## src/rtl/dsi_ctrl_pkg.sv

```systemverilog
// rtl/dsi_ctrl_pkg.sv - shared encodings for the DSI packet stream arbiter
package dsi_ctrl_pkg;

  localparam int AVL_DATA_W = 32;

  typedef enum logic [1:0] {
    ST_IDLE = 2'd0,
    ST_VID  = 2'd1,
    ST_CMD  = 2'd2
  } state_t;

  // Grant codes share the state encoding so the output mux can key off the state directly
  localparam logic [1:0] GNT_NONE = 2'd0;
  localparam logic [1:0] GNT_VID  = 2'd1;
  localparam logic [1:0] GNT_CMD  = 2'd2;

  function automatic logic [7:0] sat_add8(input logic [7:0] a, input logic [1:0] b);
    logic [8:0] s;
    s = {1'b0, a} + {7'b0, b};
    return s[8] ? 8'hFF : s[7:0];
  endfunction

endpackage

```

## src/rtl/dsi_stream_arbiter.sv

```systemverilog
// rtl/dsi_stream_arbiter.sv - packet-boundary scheduler between video and command streams
module dsi_stream_arbiter
  import dsi_ctrl_pkg::*;
#(
  parameter int MAX_CMD_BURST = 4,
  parameter int CNT_W         = 16
) (
  input  logic                  clk,
  input  logic                  rst_n,
  input  logic                  ctrl_enable,
  input  logic [AVL_DATA_W-1:0] vid_avl_st_data,
  input  logic                  vid_avl_st_valid,
  input  logic                  vid_avl_st_startofpacket,
  input  logic                  vid_avl_st_endofpacket,
  output logic                  vid_avl_st_ready,
  input  logic [AVL_DATA_W-1:0] cmd_avl_st_data,
  input  logic                  cmd_avl_st_valid,
  input  logic                  cmd_avl_st_startofpacket,
  input  logic                  cmd_avl_st_endofpacket,
  output logic                  cmd_avl_st_ready,
  output logic [AVL_DATA_W-1:0] out_avl_st_data,
  output logic                  out_avl_st_valid,
  output logic                  out_avl_st_startofpacket,
  output logic                  out_avl_st_endofpacket,
  input  logic                  out_avl_st_ready,
  output logic                  out_is_cmd,
  output logic                  busy,
  output logic [CNT_W-1:0]      frame_cnt,
  output logic [7:0]            drop_cnt
);

  localparam logic [3:0] BURST_MAX = 4'(MAX_CMD_BURST);

  state_t     state, state_nxt;
  logic [3:0] burst_cnt, burst_nxt;
  logic [1:0] gnt;
  logic       vid_sop_pend, cmd_sop_pend;
  logic       vid_drop, cmd_drop;
  logic       vid_eop_acc;

  assign gnt = state;

  always_comb begin
    vid_sop_pend = vid_avl_st_valid & vid_avl_st_startofpacket;
    cmd_sop_pend = cmd_avl_st_valid & cmd_avl_st_startofpacket;
    // Beats arriving in IDLE without SOP are orphans of an abandoned packet
    vid_drop     = (state == ST_IDLE) & vid_avl_st_valid & ~vid_avl_st_startofpacket;
    cmd_drop     = (state == ST_IDLE) & cmd_avl_st_valid & ~cmd_avl_st_startofpacket;
    vid_eop_acc  = (state == ST_VID) & vid_avl_st_valid & out_avl_st_ready
                   & vid_avl_st_endofpacket;
  end

  always_ff @(posedge clk) begin
    if (!rst_n) begin
      state     <= ST_IDLE;
      burst_cnt <= 4'd0;
    end else begin
      state     <= state_nxt;
      burst_cnt <= burst_nxt;
    end
  end

  always_comb begin
    state_nxt = state;
    burst_nxt = burst_cnt;
    case (state)
      ST_IDLE: begin
        if (ctrl_enable) begin
          if (cmd_sop_pend && ((burst_cnt < BURST_MAX) || !vid_sop_pend)) begin
            state_nxt = ST_CMD;
            // The burst limit only matters while video is actually waiting
            if (!vid_sop_pend)
              burst_nxt = 4'd1;
            else if (burst_cnt < BURST_MAX)
              burst_nxt = burst_cnt + 4'd1;
          end else if (vid_sop_pend) begin
            state_nxt = ST_VID;
            burst_nxt = 4'd0;
          end
        end
      end
      ST_VID: begin
        if (vid_avl_st_valid && out_avl_st_ready && vid_avl_st_endofpacket)
          state_nxt = ST_IDLE;
      end
      ST_CMD: begin
        if (cmd_avl_st_valid && out_avl_st_ready && cmd_avl_st_endofpacket)
          state_nxt = ST_IDLE;
      end
      default: state_nxt = ST_IDLE;
    endcase
  end

  always_comb begin
    out_avl_st_data          = '0;
    out_avl_st_valid         = 1'b0;
    out_avl_st_startofpacket = 1'b0;
    out_avl_st_endofpacket   = 1'b0;
    vid_avl_st_ready         = 1'b0;
    cmd_avl_st_ready         = 1'b0;
    out_is_cmd               = 1'b0;
    busy                     = 1'b0;
    // All handshakes are suppressed while reset is held
    if (rst_n) begin
      busy = (state != ST_IDLE);
      case (gnt)
        GNT_VID: begin
          out_avl_st_valid         = vid_avl_st_valid;
          out_avl_st_data          = vid_avl_st_valid ? vid_avl_st_data : '0;
          out_avl_st_startofpacket = vid_avl_st_valid & vid_avl_st_startofpacket;
          out_avl_st_endofpacket   = vid_avl_st_valid & vid_avl_st_endofpacket;
          vid_avl_st_ready         = out_avl_st_ready;
        end
        GNT_CMD: begin
          out_avl_st_valid         = cmd_avl_st_valid;
          out_avl_st_data          = cmd_avl_st_valid ? cmd_avl_st_data : '0;
          out_avl_st_startofpacket = cmd_avl_st_valid & cmd_avl_st_startofpacket;
          out_avl_st_endofpacket   = cmd_avl_st_valid & cmd_avl_st_endofpacket;
          cmd_avl_st_ready         = out_avl_st_ready;
          out_is_cmd               = 1'b1;
        end
        default: begin
          vid_avl_st_ready = vid_drop;
          cmd_avl_st_ready = cmd_drop;
        end
      endcase
    end
  end

  always_ff @(posedge clk) begin
    if (!rst_n) begin
      frame_cnt <= '0;
      drop_cnt  <= 8'd0;
    end else begin
      if (vid_eop_acc)
        frame_cnt <= frame_cnt + CNT_W'(1);
      drop_cnt <= sat_add8(drop_cnt, {1'b0, vid_drop} + {1'b0, cmd_drop});
    end
  end

endmodule

```

## config.mk

```make
export PLATFORM = sky130hd
export DESIGN_NAME = dsi_stream_arbiter
export DESIGN_NICKNAME = d
export VERILOG_FILES = /design/src/rtl/dsi_ctrl_pkg.sv /design/src/rtl/dsi_stream_arbiter.sv
export SDC_FILE = /design/constraint.sdc
export NUM_CORES = 1
export LEC_CHECK = 0
export ABC_AREA = 1
export CAP_MARGIN = 20
export CORE_MARGIN = 3
export CORE_UTILIZATION = 63
export DETAILED_ROUTE_END_ITERATION = 16
export DONT_BUFFER_PORTS = 1
export PLACE_DENSITY = 0.79
export SLEW_MARGIN = 10
export SYNTH_ARGS = -nofsm -noshare
export SYNTH_HDL_FRONTEND = slang
export SYNTH_SLANG_ARGS = --single-unit
```

## constraint.sdc

```tcl
create_clock -name clk -period 2.4 [get_ports clk]
set_input_delay 0.36 -clock clk [delete_from_list [all_inputs] [get_ports clk]]
set_output_delay 0.36 -clock clk [all_outputs]
set_load 0.005 [all_outputs]
```

; Word level (Yosys, flattened, before mapping)
; Index checks and enable logic that the tools add are counted.
; Widths: inputs -> output; s select.
[classes]
addsub = 4
order_cmp = 1
eq_ne = 7
mux = 28
n_bitwise = 13
n_reduce_logical = 12
[op_table]
columns = operator, count
row1 = $mux 32, 3
row2 = $pmux 32 s2, 1
row3 = $add 16x1->16 const B, 1
row4 = $mux 4, 4
row5 = $and 1x1->1, 11
row6 = $mux 2, 5
row7 = $pmux 1 s2, 5
row8 = $add 8x2->9, 1
row9 = $mux 1, 8
row10 = $mux 8, 1
row11 = $reduce_and 4->1, 2
row12 = $pmux 2 s3, 1
row13 = $logic_and 1x1->1, 5
row14 = $add 4x1->4 const B, 1
row15 = $lt 4x3->1 const B, 1
row16 = $ne 2x2->1 const B, 2
row17 = $reduce_bool 2->1, 2
row18 = $ne 3x2->1 const B, 1
row19 = $ne 3x3->1 const B, 1
row20 = $add 1x1->2, 1
row21 = $eq 2x1->1 const B, 1
row22 = $eq 2x2->1 const B, 1
row23 = $logic_not 2->1, 1
row24 = $ne 2x1->1 const B, 1
row25 = 3 further kinds, 4
[word_totals]
reg_bits = 30
input_bits = 74
output_inout_bits = 63
word_cells = 69

; Longest topological paths before layout
; Gate-level depths: netlist of the first run.
[depth]
depth_word = 7
depth_mapped = 14
ltp_nobuf = 14

; Worst setup path after synthesis of the first run
; OpenSTA, ideal clock, no wires.
[synth_path]
path_type = register to register
from = register state[0], in the netlist gnt[0]
to = register drop_cnt[5]
setup_ns = 0.057
arrival_ns = 1.985
t_required_ns = 2.343
path_slack_ns = 0.358
stages_incl_launch_ff = 14
n_path_buf = 1
period_less_slack_ns = 2.042
cell_sequence = dfxtp_1 > inv_1 > ha_1 > inv_1 > nor2_1 > nand2_1 > fa_1 > inv_1 > nand4_1 > or2_0 > clkbuf_1 > nand3_1 > nand2_1 > inv_1
[synth_via]
elab_chain_cells = 6
word_cells_on_any_way = 8
cone_classes = 2 x add/sub / 1 x mux / 4 x bitwise / 1 x reduce/logical
[synth_lines]
columns = element, line_no
row1 = "start, declared", dsi_stream_arbiter.sv:34  ; state_t state, state_nxt;
row2 = "start signal, assigned", dsi_stream_arbiter.sv:58  ; state <= state_nxt;
row3 = $logic_not 2->1 (*), "dsi_stream_arbiter.sv:47, dsi_stream_arbiter.sv:48"
row4 = $and 1x1->1 (on tied branches) (2 in a row), "dsi_stream_arbiter.sv:47, dsi_stream_arbiter.sv:48"
row5 = $add 1x1->2 (*), dsi_stream_arbiter.sv:137  ; drop_cnt <= sat_add8(drop_cnt, {1'b0, vid_drop} + {1'b0, cmd_drop});
row6 = $add 8x2->9 (*), dsi_ctrl_pkg.sv:19  ; s = {1'b0, a} + {7'b0, b};
row7 = $mux 8 (*), dsi_ctrl_pkg.sv:20  ; return s[8] ? 8'hFF : s[7:0];
row8 = "end signal, assigned", dsi_stream_arbiter.sv:137
row9 = "end, declared", dsi_stream_arbiter.sv:29  ; output logic [7:0] drop_cnt
; Every way passes the cells marked *; elsewhere a longest branch is shown, timed or not.
; A chain may end at the register's enable or synchronous reset.

; Final worst setup path of the first run
; Same ends and word-level chain as after synthesis.

==> metrics.csv, run 1 <==
stage,metric,value,unit
floorplanning,die height,64.6,um
layout,# nets final,429,
clock_network,clock sinks,30,
flow_run,max_cap viols,0,
clock_network,clock buffer depth,2,
yosys,top-count cell post-synth,nand2_1,
clock_network,Worst-Skew Late Latency,0.32,ns
route,DR iter-0 viols,115,
layout,layout cells sized above 1,6.57,%
global_routing,GRT Total Usage,27.1,%
critical_path,crit path launch type,register,
critical_path,Worst path top cell family by delay,simple AND/OR/NAND/NOR gates,
sta,"Slew Viols, Final",0,
layout,multi-input combinational cell area,0.00136,sq mm
yosys,ys flop type,dfxtp_1,
critical_path,required time worst endpoint,2.68,ns
critical_path,Bufs and invs on worst path,4,
place,placed standard-cell area,0.00218,sq mm
global_routing,pin count of the biggest net entering global routing,39,
floorplanning,Boundary Pins,137,
place,dpl hpwl,4640,um
critical_path,worst endpoint data arrival time,2.48,ns
layout,post-route cell area,0.00224,sq mm
place,PortBufs,0,
yosys,share of the synthesized area in the top cell type,27.7,%
clock_network,CTS Buf Count,5,
clock_network,H-tree levels,2,
yosys,Syn Area/Cell,6.06,sq um
sta,RSZ-0062 raised after global routing,true,
sta,final period utilization,91.7,%
clock_network,postcts setup bufs,0,
yosys,Synth Warn #,0,
sta,Post-Route Skew,0.0120,ns
hold_path,min-delay worst type,input pin to register,
yosys,number of synthesized flops with an enable pin,0,
sta,Slew Limit Headroom,72.2,%
clock_network,CTS Root Cell,clkbuf_4,
layout,Reg area,601,sq um
pwr,Lkg Pwr,0.826,nW
yosys,Mapped Nets,437,
yosys,largest area contributor in the netlist,dfxtp_1,
layout,Fillers,297,
sta,Least-Margin Pin Slew,0.417,ns
critical_path,Worst setup EP type,register,
sta,FMAX,0.455,GHz
yosys,Synth top cells by count,"nand2_1, a21oi_1, nand3_1",
outcome,status,completed,
critical_path,CP Max Fanout,6,
pwr,total power,1.58,mW
critical_path,"critical path, cell by cell","inv_1, ha_2, inv_1, nor2_1, nand2_1, fa_1, inv_1, nand4_1, or2_1, nand3_1, nand2_1, inv_1",
route,Post-DRT Antenna Nets,0,
clock_network,TritonCTS clock tree,done,
sta,fin worst setup slack,0.200,ns
sta,fin crit period,2.20,ns
route,vias per inst,5.79,
sta,final hold viol count,0,
floorplanning,chip width,64.6,um
layout,Layout Utilization,71.2,%
place,GP Congestion,0.876,
route,Detailed Route WL,5900,um
global_routing,initial antenna violation count,0,
critical_path,WS Path Type,register to register,
yosys,Post-Synthesis Cells,357,
yosys,register bit total from synthesis,30,
floorplanning,Core Area,0.00315,sq mm
global_routing,GRT overflow,0,
global_routing,first-pass GRT wire length,8940,um
route,WL per Instance,15.0,um
route,first-pass iteration count of the detailed router,5,
place,dpl ws,0.120,ns
critical_path,"Slowest-stage cell, CP",fa_1,
critical_path,crit-path most repeated cell,inv_1,
sta,Final Setup Violations,0,
yosys,Post-Syn Area,0.00216,sq mm
yosys,sequential area share after synthesis,27.7,%
pwr,Max VDD drop,0.622,mV
critical_path,"Largest stage delay, worst path",0.44,ns
pwr,Pwr Density,702,mW/mm^2
clock_network,Clock transition at path regs,0.10,ns
layout,ANT cells,0,
route,via count,2281,
floorplanning,die area,0.00418,sq mm
global_routing,vias in the first global route,1961,
route,drt drc,0,
yosys,post-synth cell types,26,
yosys,Area contributors post-synth,"dfxtp_1, nand2_1, a21oi_1",
layout,Synth-to-Final Area Change,3.70,%
yosys,Synth async-reset ratio,0,%
floorplanning,initial core utilization,68.7,%
floorplanning,cell row count,20,
==> report_power, final <==
| group | switching [mW] | internal, mW | leakage [nW] |
|---|---|---|---|
| Combinational | 0.479 | 0.226 | 0.548 |
| Clock | 0.167 | 0.142 | 0.0353 |
| Sequential | 0.0298 | 0.531 | 0.242 |
==> cell type report <==
class | count | share of cell area [%]
sequential | 30 | 26.8
inverter | 35 | 5.85
tap | 44 | 2.45
multi-input combinational | 274 | 60.7
clock buffer | 7 | 2.45
timing repair buffer | 3 | 1.56
clock inverter | 1 | 0.223
==> per-layer routing <==
layer	track usage [%]	wire (um)	up-vias
li1	-	-	1159
met1	32.1	2410	1004
met3	9.36	600	4
met2	46.6	2830	114
met5	0	0	-
met4	7.12	63	0
==> per-stage QoR <==
stage / cells / setup TNS [ns] / hold WS (ns)
floorplan: 357 / 0 / 0.414
detailed placement: 386 / 0 / 0.437
finish: 394 / 0 / 0.129
global placement: 386 / 0 / 0.429
CTS: 394 / 0 / 0.114
global route: 394 / -0.00512 / 0.0964
==> registers in the layout, summed over array words and instances (netlist names) <==
name / count
frame_cnt: 16
drop_cnt: 8
burst_cnt: 4
gnt: 2
==> path summary, 6_finish.rpt <==
path / cells after the start / end / start / slack (ns)
hold / removal: 2 / drop_cnt[5] / rst_n / 0.13
setup / recovery: 12 / drop_cnt[5] / gnt[0] / 0.20
hold reg to reg: 2 / burst_cnt[3] / burst_cnt[3] / 0.45
setup reg to reg: 12 / drop_cnt[5] / gnt[0] / 0.20
==> cells by family after synthesis <==
| logic type | share of synthesized area, % |
|---|---|
| AOI/OAI and AO/OA | 17.0 |
| xor gates and xnor gates | 1.62 |
| DFF | 27.7 |
| buffers and inverters | 9.54 |
| adders and majority gates | 3.82 |
| and+or+nand+nor | 40.3 |
==> cells in the final DEF (no fill, tap or decap), drive strengths merged <==
cell type / count
a31oi: 1
or2: 2
clkinv: 1
a211oi: 1
nand4: 8
a21oi: 60
dfxtp: 30
xor2: 4
ha: 5
buf: 3
nor3: 3
nand2: 93
o21ai: 10
inv: 35
clkbuf: 7
fa: 1
nor2: 41
nand3: 44
nand3b: 1
==> worst reg2reg max path: cells and delay by family, from the launching register on <==
kind	cells	cell delay [ns]
flip-flops	1	0.34
adder cells (fa/ha/maj)	2	0.68
AND/OR/NAND/NOR	6	0.83
buffers and inverters	4	0.31
==> repair_timing <==
action,CTS,global route
resized for setup,0,3
hold buffers,0,0
endpoints found under the setup margin,0,8
(Power assumes the default switching activity.)
==> inputs of run 2 (changes only) <==
--- a/config.mk
+++ b/config.mk
@@ -12,6 +12,7 @@
 export DETAILED_ROUTE_END_ITERATION = 16
 export DONT_BUFFER_PORTS = 1
 export PLACE_DENSITY = 0.79
+export RECOVER_POWER = 100
 export SLEW_MARGIN = 10
 export SYNTH_ARGS = -nofsm -noshare
 export SYNTH_HDL_FRONTEND = slang
==> run 2 against run 1 <==
Final cell count did not move. Clock power barely moved. Final area fell by 2.2%. Register-to-register slack barely moved. Setup slack got worse by 0.0031 ns. First-iteration DRC count rose by 3.5%. Critical endpoint unchanged. Largest power group unchanged.
==> metrics.csv, run 2 (same netlist as run 1, synthesis figures left out) <==
stage,metric,value,unit,change
outcome,status,completed,,
clock_network,cts hold-fix bufs,0,,unchanged
sta,worst hold margin,0.130,ns,+0.00135 ns
pwr,Lkg Pwr,0.795,nW,-3.7%
layout,layout cells sized above 1,4.57,%,-2.0 points
route,WL per Instance,14.9,um,-0.32%
floorplanning,cell row count,20,,unchanged
layout,Reg area,601,sq um,unchanged
layout,# nets final,429,,unchanged
pwr,Sw Ratio,43.1,%,+0.15 points
clock_network,clock buffer depth,2,,unchanged
clock_network,CTS Root Cell,clkbuf_4,,
critical_path,Worst path top cell family by delay,simple AND/OR/NAND/NOR gates,,
sta,final hold viol count,0,,unchanged
place,PortBufs,0,,unchanged
critical_path,Bufs and invs on worst path,4,,unchanged
global_routing,pin count of the biggest net entering global routing,39,,unchanged
route,Post-DRT Antenna Nets,0,,unchanged
clock_network,Worst-Skew Late Latency,0.32,ns,about the same
clock_network,H-tree levels,2,,unchanged
critical_path,CP Max Fanout,6,,unchanged
critical_path,"Slowest-stage cell, CP",fa_1,,
layout,Synth-to-Final Area Change,1.39,%,
floorplanning,die area,0.00418,sq mm,unchanged
layout,ANT cells,0,,unchanged
clock_network,CTS resizes,0,,unchanged
clock_network,TritonCTS clock tree,done,,
sta,Post-Route Skew,0.0110,ns,-0.000959 ns
clock_network,postcts setup bufs,0,,unchanged
place,dpl hpwl,4640,um,unchanged
global_routing,M2 GR Usage,46.6,%,unchanged
layout,register with the most flip-flops,frame_cnt,,
global_routing,met3 Track Usage GR,9.36,%,unchanged
critical_path,"critical path, cell by cell","inv_1, ha_2, inv_1, nor2_1, nand2_1, fa_1, inv_1, nand4_1, or2_1, nand3_1, nand2_1, inv_1",,
pwr,Int Power,0.874,mW,-2.8%
place,Placed Cells,386,,unchanged
route,via count,2274,,-0.31%
sta,Final Setup Violations,0,,unchanged
global_routing,first-pass GRT wire length,8940,um,unchanged
layout,most frequent cells in the layout,"nand2_1, a21oi_1, nand3_1, nor2_1, inv_1",,
route,first-pass iteration count of the detailed router,4,,-1
floorplanning,initial core utilization,68.7,%,unchanged
pwr,Max VDD drop,0.615,mV,-1.0%
global_routing,most used routing layer,met2,,
floorplanning,Core Area,0.00315,sq mm,unchanged
sta,final period utilization,91.8,%,+0.13 points
pwr,clock group share of total power,20.2,%,+0.6 points
layout,"commonest non-fill, non-tap cell in the layout",nand2_1,,
clock_network,Clock transition at path regs,0.10,ns,about the same
route,Detailed Route WL,5880,um,-0.32%
layout,multi-input combinational cell area,0.00133,sq mm,-2.8%
layout,Layout Cells excl Fill,394,,unchanged
pwr,Combinational Power Share,43.3,%,-1.5 points
sta,RSZ-0062 raised after global routing,true,,
route,vias per inst,5.77,,-0.31%
floorplanning,Boundary Pins,137,,unchanged
critical_path,WS Path Type,register to register,,
global_routing,met1 usage,32.1,%,unchanged
pwr,Seq pwr share,36.5,%,+0.9 points
route,drt drc,0,,unchanged
clock_network,clock sinks,30,,unchanged
sta,FMAX,0.454,GHz,-0.14%
sta,"Slew Viols, Final",0,,unchanged
floorplanning,die height,64.6,um,unchanged
global_routing,initial antenna violation count,0,,unchanged
layout,largest registers,"frame_cnt x16, drop_cnt x8, burst_cnt x4",,
critical_path,worst endpoint data arrival time,2.48,ns,about the same
route,DR iter-0 viols,119,,+3.5%
clock_network,CTS Buf Count,5,,unchanged
critical_path,required time worst endpoint,2.68,ns,about the same
hold_path,min-delay worst type,input pin to register,,
critical_path,crit-path most repeated cell,inv_1,,
layout,max reg flops,16,,unchanged
global_routing,GRT overflow,0,,unchanged
pwr,Pwr Density,700,mW/mm^2,-0.29%
sta,fin crit period,2.20,ns,+0.00311 ns
layout,Fillers,304,,+2.4%
global_routing,vias in the first global route,1961,,unchanged
place,GP Congestion,0.876,,unchanged
critical_path,Worst setup EP type,register,,
sta,Least-Margin Pin Slew,0.704,ns,+0.287 ns
sta,Slew Limit Headroom,52.9,%,-19 points
global_routing,GRT Total Usage,27.1,%,unchanged
pwr,NetSw,0.662,mW,-2.2%
floorplanning,chip width,64.6,um,unchanged
critical_path,"Largest stage delay, worst path",0.44,ns,about the same
critical_path,crit path launch type,register,,
flow_run,max_cap viols,0,,unchanged
-- run 2: changes by cell type in the layout (fill, tap and decap cells not counted), sizes merged --
cell / change
clkbuf: +1
buf: -1
inv: -1
clkinv: +1
-- run 2: power groups by stage --
stage | combinational (mW) | clock [mW] | sequential (mW)
detailed placement | 0.699 | 0 | 0.573
global route | 0.756 | 0.346 | 0.567
floorplan | 0.567 | 0 | 0.565
finish | 0.665 | 0.310 | 0.561
CTS | 0.704 | 0.320 | 0.561
global placement | 0.690 | 0 | 0.570
-- run 2: layout make-up --
cell class / instances / share of cell area (%)
clock buffer: 7 / 2.51
clock inverter: 1 / 0.228
inverter: 35 / 5.99
multi-input combinational: 274 / 60.4
sequential: 30 / 27.4
tap: 44 / 2.51
timing repair buffer: 3 / 1.03
-- run 2: worst register-to-register path, cell delays in order, from the launching register on --
cell	delay (ns)
dfxtp_1	0.34
inv_1	0.09
ha_2	0.24
inv_1	0.08
nor2_1	0.08
nand2_1	0.09
fa_1	0.44
inv_1	0.10
nand4_1	0.14
or2_1	0.35
nand3_1	0.12
nand2_1	0.05
inv_1	0.04
-- run 2: final timing paths --
| check | startpoint | endpoint | slack, ns | depth (start not counted) |
|---|---|---|---|---|
| hold reg to reg | burst_cnt[3] | burst_cnt[3] | 0.45 | 2 |
| setup reg to reg | gnt[0] | drop_cnt[5] | 0.20 | 12 |
| setup / recovery | gnt[0] | drop_cnt[5] | 0.20 | 12 |
| hold / removal | rst_n | drop_cnt[5] | 0.13 | 2 |
-- run 2: metrics by stage --
step           cell area, sq um  worst slack [ns]  total power, mW   TNS, ns  util [%]
6_report                   2190             0.197             1.54         0      69.6
5_1_grt                    2190          -0.00512             1.67  -0.00864      69.6
4_1_cts                    2240             0.103             1.58         0      71.0
3_5_place_dp               2180             0.120             1.27         0      69.1
3_3_place_gp               2180             0.256             1.26         0      69.1
2_1_floorplan              2160             0.358             1.13         0         -
-- run 2: routing by layer --
metal | vias up | part of all wire, %
met4 | 0 | 0.36
met2 | 88 | 49
li1 | 1156 | -
met5 | - | 0
met3 | 2 | 8.8
met1 | 1028 | 42
